File: config.mk
export PLATFORM = sky130hd
export DESIGN_NAME = mmio_uart_tx
export DESIGN_NICKNAME = d
export VERILOG_FILES = /design/src/rtl/uart_pkg.sv /design/src/rtl/sync_fifo.sv /design/src/rtl/mmio_uart_tx.sv
export SDC_FILE = /design/constraint.sdc
export NUM_CORES = 1
export LEC_CHECK = 0
export ABC_AREA = 1
export CAP_MARGIN = 20
export CORE_AREA = 5 5 196 103
export DETAILED_ROUTE_END_ITERATION = 8
export DIE_AREA = 0 0 201 108
export DONT_BUFFER_PORTS = 1
export GPL_ROUTABILITY_DRIVEN = 0
export PLACE_DENSITY = 0.45
export SLEW_MARGIN = 20
export SYNTH_ARGS = -nofsm -noshare
export SYNTH_HDL_FRONTEND = slang
export SYNTH_SLANG_ARGS = --single-unit
File: constraint.sdc
create_clock -name clk -period 2.3 [get_ports clk]
set_input_delay 0.115 -clock clk [delete_from_list [all_inputs] [get_ports clk]]
set_output_delay 0.115 -clock clk [all_outputs]
set_load 0.05 [all_outputs]
File: src/rtl/uart_pkg.sv
// Shared definitions for mmio_uart_tx: FSM states, register offsets and STATUS bit positions.
// The PARITY state exists only when UART_TX_PARITY_EN is defined.
package uart_pkg;

    typedef enum logic [2:0] {
        S_IDLE,
        S_START,
        S_DATA,
`ifdef UART_TX_PARITY_EN
        S_PARITY,
`endif
        S_STOP
    } uart_state_t;

    localparam logic [31:0] DATA_OFS   = 32'd0;
    localparam logic [31:0] STATUS_OFS = 32'd4;

    localparam int unsigned STAT_FULL    = 0;
    localparam int unsigned STAT_EMPTY   = 1;
    localparam int unsigned STAT_BUSY    = 2;
    localparam int unsigned STAT_OVF     = 3;
    localparam int unsigned STAT_CNT_LSB = 4;

endpackage

File: src/rtl/sync_fifo.sv
// Single-clock FIFO with show-ahead read data; DEPTH must be a power of two (>= 2).
module sync_fifo #(
    parameter int unsigned WIDTH = 8,
    parameter int unsigned DEPTH = 8
) (
    input  logic                     clk,
    input  logic                     rst,
    input  logic                     push,
    input  logic                     pop,
    input  logic [WIDTH-1:0]         din,
    output logic [WIDTH-1:0]         dout,
    output logic                     full,
    output logic                     empty,
    output logic [$clog2(DEPTH):0]   count
);
    localparam int unsigned AW = $clog2(DEPTH);
    localparam int unsigned CW = AW + 1;

    logic [WIDTH-1:0] mem [DEPTH];
    logic [AW-1:0]    wr_ptr;
    logic [AW-1:0]    rd_ptr;
    logic             do_push;
    logic             do_pop;

    assign full    = (count == CW'(DEPTH));
    assign empty   = (count == '0);
    assign do_push = push && !full;
    assign do_pop  = pop && !empty;
    assign dout    = mem[rd_ptr];

    always_ff @(posedge clk or negedge rst) begin
        if (!rst) begin
            wr_ptr <= '0;
            rd_ptr <= '0;
            count  <= '0;
        end else begin
            if (do_push) wr_ptr <= wr_ptr + AW'(1);
            if (do_pop)  rd_ptr <= rd_ptr + AW'(1);
            case ({do_push, do_pop})
                2'b10:   count <= count + CW'(1);
                2'b01:   count <= count - CW'(1);
                default: count <= count;
            endcase
        end
    end

    always_ff @(posedge clk) begin
        if (do_push) mem[wr_ptr] <= din;
    end

endmodule

File: src/rtl/mmio_uart_tx.sv
// Memory-mapped UART transmitter: DATA register feeds a FIFO, STATUS reports FIFO/line state.
// Optional even-parity bit enabled by defining UART_TX_PARITY_EN.
module mmio_uart_tx
    import uart_pkg::*;
#(
    parameter int unsigned CLKS_PER_BIT = 868,
    parameter int unsigned FIFO_DEPTH   = 8,
    parameter logic [31:0] BASE_ADDR    = 32'h0000_0100
) (
    input  logic        clk,
    input  logic        rst,
    input  logic        we,
    input  logic [31:0] addr,
    input  logic [31:0] wdata,
    output logic [31:0] rdata,
    output logic        tx
);
    localparam int unsigned BW = (CLKS_PER_BIT > 1) ? $clog2(CLKS_PER_BIT) : 1;
    localparam logic [BW-1:0] BAUD_LAST = BW'(CLKS_PER_BIT - 1);

    uart_state_t state, state_n;
    logic [BW-1:0] baud, baud_n;
    logic [2:0]    idx, idx_n;
    logic [7:0]    shreg, shreg_n;
    logic          tx_n;
    logic          pop;
    logic          overflow;

    logic          data_wr;
    logic          stat_wr;
    logic          stat_rd;
    logic          baud_last;
    logic          busy;

    logic [7:0]                    fifo_dout;
    logic                          fifo_full;
    logic                          fifo_empty;
    logic [$clog2(FIFO_DEPTH):0]   fifo_count;
    logic [3:0]                    count4;
    logic                          unused_wdata;

    assign data_wr      = we && (addr == BASE_ADDR + DATA_OFS);
    assign stat_wr      = we && (addr == BASE_ADDR + STATUS_OFS);
    assign stat_rd      = (addr == BASE_ADDR + STATUS_OFS);
    assign baud_last    = (baud == BAUD_LAST);
    assign busy         = (state != S_IDLE);
    assign count4       = 4'(fifo_count);
    assign unused_wdata = ^wdata[31:8];

    sync_fifo #(
        .WIDTH (8),
        .DEPTH (FIFO_DEPTH)
    ) u_fifo (
        .clk   (clk),
        .rst   (rst),
        .push  (data_wr),
        .pop   (pop),
        .din   (wdata[7:0]),
        .dout  (fifo_dout),
        .full  (fifo_full),
        .empty (fifo_empty),
        .count (fifo_count)
    );

    always_ff @(posedge clk or negedge rst) begin
        if (!rst) begin
            state    <= S_IDLE;
            baud     <= '0;
            idx      <= '0;
            shreg    <= '0;
            tx       <= 1'b1;
            overflow <= 1'b0;
        end else begin
            state <= state_n;
            baud  <= baud_n;
            idx   <= idx_n;
            shreg <= shreg_n;
            tx    <= tx_n;
            if (stat_wr)                    overflow <= 1'b0;
            else if (data_wr && fifo_full)  overflow <= 1'b1;
        end
    end

    // tx_n is the level for the state being entered, so the line changes on the entry edge.
    always_comb begin
        state_n = state;
        baud_n  = baud + BW'(1);
        idx_n   = idx;
        shreg_n = shreg;
        tx_n    = tx;
        pop     = 1'b0;
        case (state)
            S_IDLE: begin
                baud_n = '0;
                tx_n   = 1'b1;
                if (!fifo_empty) begin
                    pop     = 1'b1;
                    shreg_n = fifo_dout;
                    state_n = S_START;
                    tx_n    = 1'b0;
                end
            end
            S_START: begin
                if (baud_last) begin
                    baud_n  = '0;
                    idx_n   = '0;
                    state_n = S_DATA;
                    tx_n    = shreg[0];
                end
            end
            S_DATA: begin
                if (baud_last) begin
                    baud_n = '0;
                    idx_n  = idx + 3'd1;
                    if (idx == 3'd7) begin
`ifdef UART_TX_PARITY_EN
                        state_n = S_PARITY;
                        tx_n    = ^shreg;
`else
                        state_n = S_STOP;
                        tx_n    = 1'b1;
`endif
                    end else begin
                        tx_n = shreg[idx + 3'd1];
                    end
                end
            end
`ifdef UART_TX_PARITY_EN
            S_PARITY: begin
                if (baud_last) begin
                    baud_n  = '0;
                    state_n = S_STOP;
                    tx_n    = 1'b1;
                end
            end
`endif
            S_STOP: begin
                if (baud_last) begin
                    baud_n = '0;
                    if (!fifo_empty) begin
                        pop     = 1'b1;
                        shreg_n = fifo_dout;
                        state_n = S_START;
                        tx_n    = 1'b0;
                    end else begin
                        state_n = S_IDLE;
                        tx_n    = 1'b1;
                    end
                end
            end
            default: begin
                baud_n  = '0;
                state_n = S_IDLE;
                tx_n    = 1'b1;
            end
        endcase
    end

    always_comb begin
        rdata = '0;
        if (stat_rd) begin
            rdata[STAT_FULL]            = fifo_full;
            rdata[STAT_EMPTY]           = fifo_empty;
            rdata[STAT_BUSY]            = busy;
            rdata[STAT_OVF]             = overflow;
            rdata[STAT_CNT_LSB +: 4]    = count4;
        end
    end

endmodule

# Word level (Yosys, flattened, before mapping)
# Memories as Yosys holds them, arrays and structs flattened.
# Index checks and enable logic that the tools add are counted.
totals:
  out_inout_bits: 33
  ff_bits: 36
  mem_bits_rw: 64
  word_cells: 83
  input_bits: 67
  n_memories: 1
memory_table:
  columns: ["memory", "words", "width", "read_ports", "rd_clocked_by_memory_dff", "write_ports", "line_no", "text"]
  rows:
  - ["u_fifo.mem", 8, 8, 1, 0, 1, "sync_fifo.sv:19", "logic [WIDTH-1:0] mem [DEPTH];"]
classes:
  n_reduce_logical: 19
  eq_ne: 15
  magnitude_cmp: 1
  muxes: 32
  addsub: 6
op_table:
  columns: ["op", "n"]
  rows:
  - ["32-bit by 9-bit == test with 1-bit output (second input constant)", 2]
  - ["8-bit 2-to-1 mux", 3]
  - ["3-bit 2-to-1 mux", 7]
  - ["10-bit 2-to-1 mux", 2]
  - ["8-bit one-hot mux with 2 select lines", 1]
  - ["1-bit 2-to-1 mux", 13]
  - ["3-bit one-hot mux with 4 select lines", 1]
  - ["10-bit by 1-bit adder with 10-bit output (second input constant)", 1]
  - ["10-bit == test (second input constant)", 1]
  - ["2-bit != test (second input constant)", 5]
  - ["3-bit by 1-bit adder with 3-bit output (second input constant)", 3]
  - ["4-bit one-hot mux with 2 select lines", 1]
  - ["2-bit nonzero test", 4]
  - ["3-bit by 2-bit == test with 1-bit output (second input constant)", 2]
  - ["3-bit one-hot mux with 2 select lines", 1]
  - ["3-bit AND reduction", 2]
  - ["1-bit logical AND", 5]
  - ["5-bit AND reduction", 1]
  - ["4-bit by 1-bit adder with 4-bit output (second input constant)", 1]
  - ["4-bit == test (second input constant)", 1]
  - ["4-bit logical NOT", 1]
  - ["3-bit by 4-bit less-than comparator with 1-bit output (second input constant)", 1]
  - ["1-bit one-hot mux with 4 select lines", 1]
  - ["4-bit by 1-bit subtractor with 4-bit output (second input constant)", 1]
  - ["11 further kinds", 12]

# Logic depth before layout (Yosys ltp)
logic_depth:
  word_depth: 7
  mapped_depth: 15
  depth_no_buf: 15

# Cells and area by module
# Synthesis repeated with hierarchy kept, for this count alone.
unflattened:
  cells_unflattened: 640
  area_unflattened_um2: 5292.6
modules_own_cells:
  columns: ["module", "seq_area_each_um2", "area_per_inst_um2", "cells_each", "instances"]
  rows:
  - ["sync_fifo", 2172.1, 3399.5, 357, 1]
  - ["mmio_uart_tx", 626.9, 1893.1, 283, 1]

# Least setup slack after synthesis
# Ideal clock, no wire load.
synth_timing:
  kind: "reg-to-reg"
  start: "register state[0]"
  end: "register u_fifo.count[3]"
  slack_ps: -38
  t_arrival_ps: 2217
  path_stages_with_launch: 14
  setup_ps: 121
  period_less_slack_ps: 2338
  path_cell_list: "dfrtp_1 > inv_1 > ha_1 > buf_1 > o211ai_1 > a21oi_1 > ha_1 > ha_1 > a21oi_1 > nand2_1 > a21oi_1 > o21ai_0 > nand2_1 > nand2_1"
synth_between:
  elab_chain_cells: 5
  word_cells_on_any_way: 8
synth_rtl:
  columns: ["element", "line_no", "text"]
  rows:
  - ["from (decl)", "mmio_uart_tx.sv:21", "uart_state_t state, state_n;"]
  - ["from (signal assigned)", "mmio_uart_tx.sv:74", "state <= state_n;"]
  - ["3-bit by 2-bit == test with 1-bit output or 3-bit logical NOT (tied branches)", "mmio_uart_tx.sv:92", "case (state)"]
  - ["1-bit one-hot mux with 2 select lines (*)", "mmio_uart_tx.sv:92", null]
  - ["1-bit logical AND (*)", "sync_fifo.sv:28", "assign do_pop = pop && !empty;"]
  - ["via u_fifo.do_pop", "sync_fifo.sv:23", "logic do_pop;"]
  - ["2-bit by 1-bit == test with 1-bit output or 2-bit == test (tied branches)", "sync_fifo.sv:39", "case ({do_push, do_pop})"]
  - ["4-bit one-hot mux with 2 select lines or 2-bit nonzero test (tied branches)", null, null]
  - ["to (signal assigned)", "sync_fifo.sv:40", "2'b10: count <= count + CW'(1);"]
  - ["to (signal assigned)", "sync_fifo.sv:41", "2'b01: count <= count - CW'(1);"]
  - ["to (signal assigned)", "sync_fifo.sv:42", "default: count <= count;"]
  - ["to (decl)", "sync_fifo.sv:14", "output logic [$clog2(DEPTH):0] count"]
# Mark *: on every way through the listed nets, which the timed path passes. The rest lies on a longest branch.
# A chain may end at the register's enable or synchronous reset.

# Worst setup path after layout
# Ends and elaborated chain as after synthesis.

==> flow_summary.ini <==
[power]
max-vdd-ir-drop_v = 0.0003556
power_density_nw_per_um2 = 649.3
p_leak_nw = 2.361

[yosys]
netlist_instances = 515
synthTopCellsByArea = edfxtp_1 (40%), dfrtp_1 (18%), nand2_1 (9.0%)
synth_top_area_share_pct = 39.75
synth_cell_type_count = 34
ys_ff_latch = 99
yosys_warnings = 0
synthArstFlopShare_pct = 35.35
synthFlopType = edfxtp_1
syn_area_per_cell_um2 = 9.388
yosysTopAreaCell = edfxtp_1
ys_seq_area_share_pct = 57.89
synth_edf_count = 64
netlist_area_um2 = 4835

[setup_path]
critical-path-slowest-cell = dfrtp_1
crit_arrival_ps = 2480
critPathKind = reg2reg
slowest_delay_ps = 410
startpoint_type = register
end_kind = register
critPathMostFrequentCell = buf_4
critical-path-top-delay-family = adder cells
reg2reg_slack_ps = 50
crit_fanout = 3
path_buf_inv = 3
critPathRequiredTime_ps = 2530
cp_cell_sequence = buf_4 > ha_2 > o211ai_1 > buf_4 > a21oi_4 > ha_4 > buf_4 > ha_1 > nand3_1 > nand2_2 > a21oi_2 > o21ai_1 > nand2_1 > nand2_1

[global_route]
grt.busiest_layer = met2
antenna_found_initial = 0
grt_pass1_wl_um = 17440
grt_remaining_overflow = 0
grt_use_total_pct = 10.20
grt_max_degree = 36
grt_util_met1_pct = 13.44
globalRouteMet2Util_pct = 16.99
grt_util_met3_pct = 2.787
grt_pass1_vias = 3361

[place]
dp_slack_ps = -33.70
dpl.cell_count = 778
port_buffers = 0
dpl.hpwl_um = 7229
placed_area_um2 = 5265

[detailed_routing]
drc_errors = 0
viasPerCell = 4.366
wl_um = 11010
drtIter0Drc = 173
ant_nets = 0
dr.pass1.iters = 4
num_vias = 3554
drt-wirelength-per-cell_um = 13.52

[die]
die_h_um = 108
ios = 100
start_util_pct = 26.60
dieWidth_um = 201
coreArea_um2 = 18170
dieArea_um2 = 21710
num_rows = 35

[timing]
worstMarginPinSlew_ps = 558.8
finalSetupViolCount = 0
finalHoldViolCount = 0
holdWs_ps = 128.8
max_freq_mhz = 445.3
fin_crit_ps = 2246
period_share_pct = 97.64
drv_slew = 0
grt_setup_unrepaired = true
fin_skew_ps = 10.05
slew_headroom_pct = 62.69
layout_setup_ws_ps = 54.34

[clock_network]
cts_tree = built
cts.clk_slew.worst_paths_ps = 70
clk_latency_ps = 350
cts_root_buf = clkbuf_16
numCtsBuffers = 9
clkSinkCount = 99
cts_buffer_depth = 2
cts_max_level = 3

[layout]
area_delta_synth_final_pct = 20.57
nNetsFinal = 649
post-route-util_pct = 32.08
fin_area_um2 = 5829
layout.cells.non_filler = 814
n_antenna_cell = 0
drive_above_1_share_pct = 14.29

[job]
max-cap-violations = 0

[outcome]
status = complete, no violations

[hold_path]
hold_path.class = in2reg
[through the flow]
step	setup TNS (ps)	total power, W
floorplan	0	0.002218
global placement	0	0.002206
detailed placement	-33.70	0.002209
CTS	0	0.003846
global route	-30.39	0.003949
finish	0	0.003785
[power breakdown]
| group | switching (W) | leakage (nW) | internal (W) |
|---|---|---|---|
| Clock | 0.000701 | 0.149 | 0.000869 |
| Sequential | 0.0000339 | 1.06 | 0.00196 |
| Combinational | 0.000165 | 1.16 | 0.0000606 |
[flip-flops by register name, summed over array words and instances (netlist names)]
name,cells
tx,1
u_fifo.rd_ptr,3
idx,3
baud,10
u_fifo.count,4
u_fifo.wr_ptr,3
overflow,1
state,2
u_fifo.mem,64
shreg,8
[per-layer routing]
| layer | routed length (um) | up-vias | share of wire, % |
|---|---|---|---|
| met5 | 0 | - | 0 |
| met4 | 31 | 0 | 0.28 |
| met3 | 347 | 2 | 3.2 |
| met2 | 5215 | 48 | 47 |
| met1 | 5414 | 1726 | 49 |
| li1 | - | 1778 | - |
[worst paths after layout]
| kind | startpoint | to | cells after the start |
|---|---|---|---|
| worst max-delay path | state[0]$_DFFE_PN0P_ | u_fifo.count[3]$_DFFE_PN0P_ | 14 |
| min in group asynchronous | rst | idx[0]$_DFFE_PN0P_ | 2 |
| worst min-delay path | addr[2] | overflow$_DFFE_PN0P_ | 5 |
| max in group asynchronous | rst | tx$_DFFE_PN1P_ | 2 |
| worst min register to register | idx[1]$_DFFE_PN0P_ | idx[1]$_DFFE_PN0P_ | 2 |
| worst max register to register | state[0]$_DFFE_PN0P_ | u_fifo.count[3]$_DFFE_PN0P_ | 14 |
[Yosys cell counts (all sizes together), types with 2 or more instances]
cell and number:
a21oi 9, a31oi 2, buf 28, clkbuf 7
dfrtp 34, edfxtp 64, ha 12, inv 38
nand2 118, nand3 21, nand3b 2, nand4 7
nor2 91, nor3 12, nor3b 3, o211ai 2
o21ai 47, o22ai 6, xnor2 2, xor2 5
[placed cells by master, fill, tap and decap left out, drive strengths merged, types with 2 or more instances in the layout]
cell type / synthesis / layout
nor3b: 3 / 3
o211ai: 2 / 2
clkbuf: 7 / 10
ha: 12 / 12
nand4: 7 / 7
nand3b: 2 / 2
xnor2: 2 / 2
nand2: 118 / 118
a21oi: 9 / 9
o22ai: 6 / 6
a31oi: 2 / 2
nand3: 21 / 21
dfrtp: 34 / 34
nor2: 91 / 91
inv: 38 / 41
conb: 1 / 24
dlygate4sd3: 0 / 10
edfxtp: 64 / 64
buf: 28 / 45
nor3: 12 / 12
xor2: 5 / 5
o21ai: 47 / 47
[cells by family after synthesis]
group,after synthesis,synth area share (%)
AND/OR/NAND/NOR,255,22.10
flip-flops,99,57.89
buffers and inverters,73,7.609
AO/OA/AOI/OAI,67,7.531
adder cells (fa/ha/maj),13,3.520
XOR/XNOR,7,1.268
other,1,0.07757
[worst min-delay path, cell delays in order]
cell and delay, ps:
nor2_1 20, nand3_1 120, nor2_4 60, nand3_1 60
a21oi_1 50
[timing repair]
action / CTS / global route
hold buffers: 11 / 0
resized for setup: 2 / 13
endpoints found under the setup margin: 1 / 3
pin swaps: 2 / 9
buffers inserted: 4 / 5
endpoints found under the hold margin: 102 / 0
[final cells by class]
class / count / area (um2)
Timing Repair Buffer: 55 / 450.4
Sequential cell: 99 / 2799
Clock inverter: 6 / 80.08
Clock buffer: 10 / 229.0
Multi-Input combinational cell: 366 / 1828
Fill cell: 1895 / 12340
Tap cell: 240 / 300.3
Inverter: 38 / 142.6
Note: power is estimated with default switching activity, not from simulation.
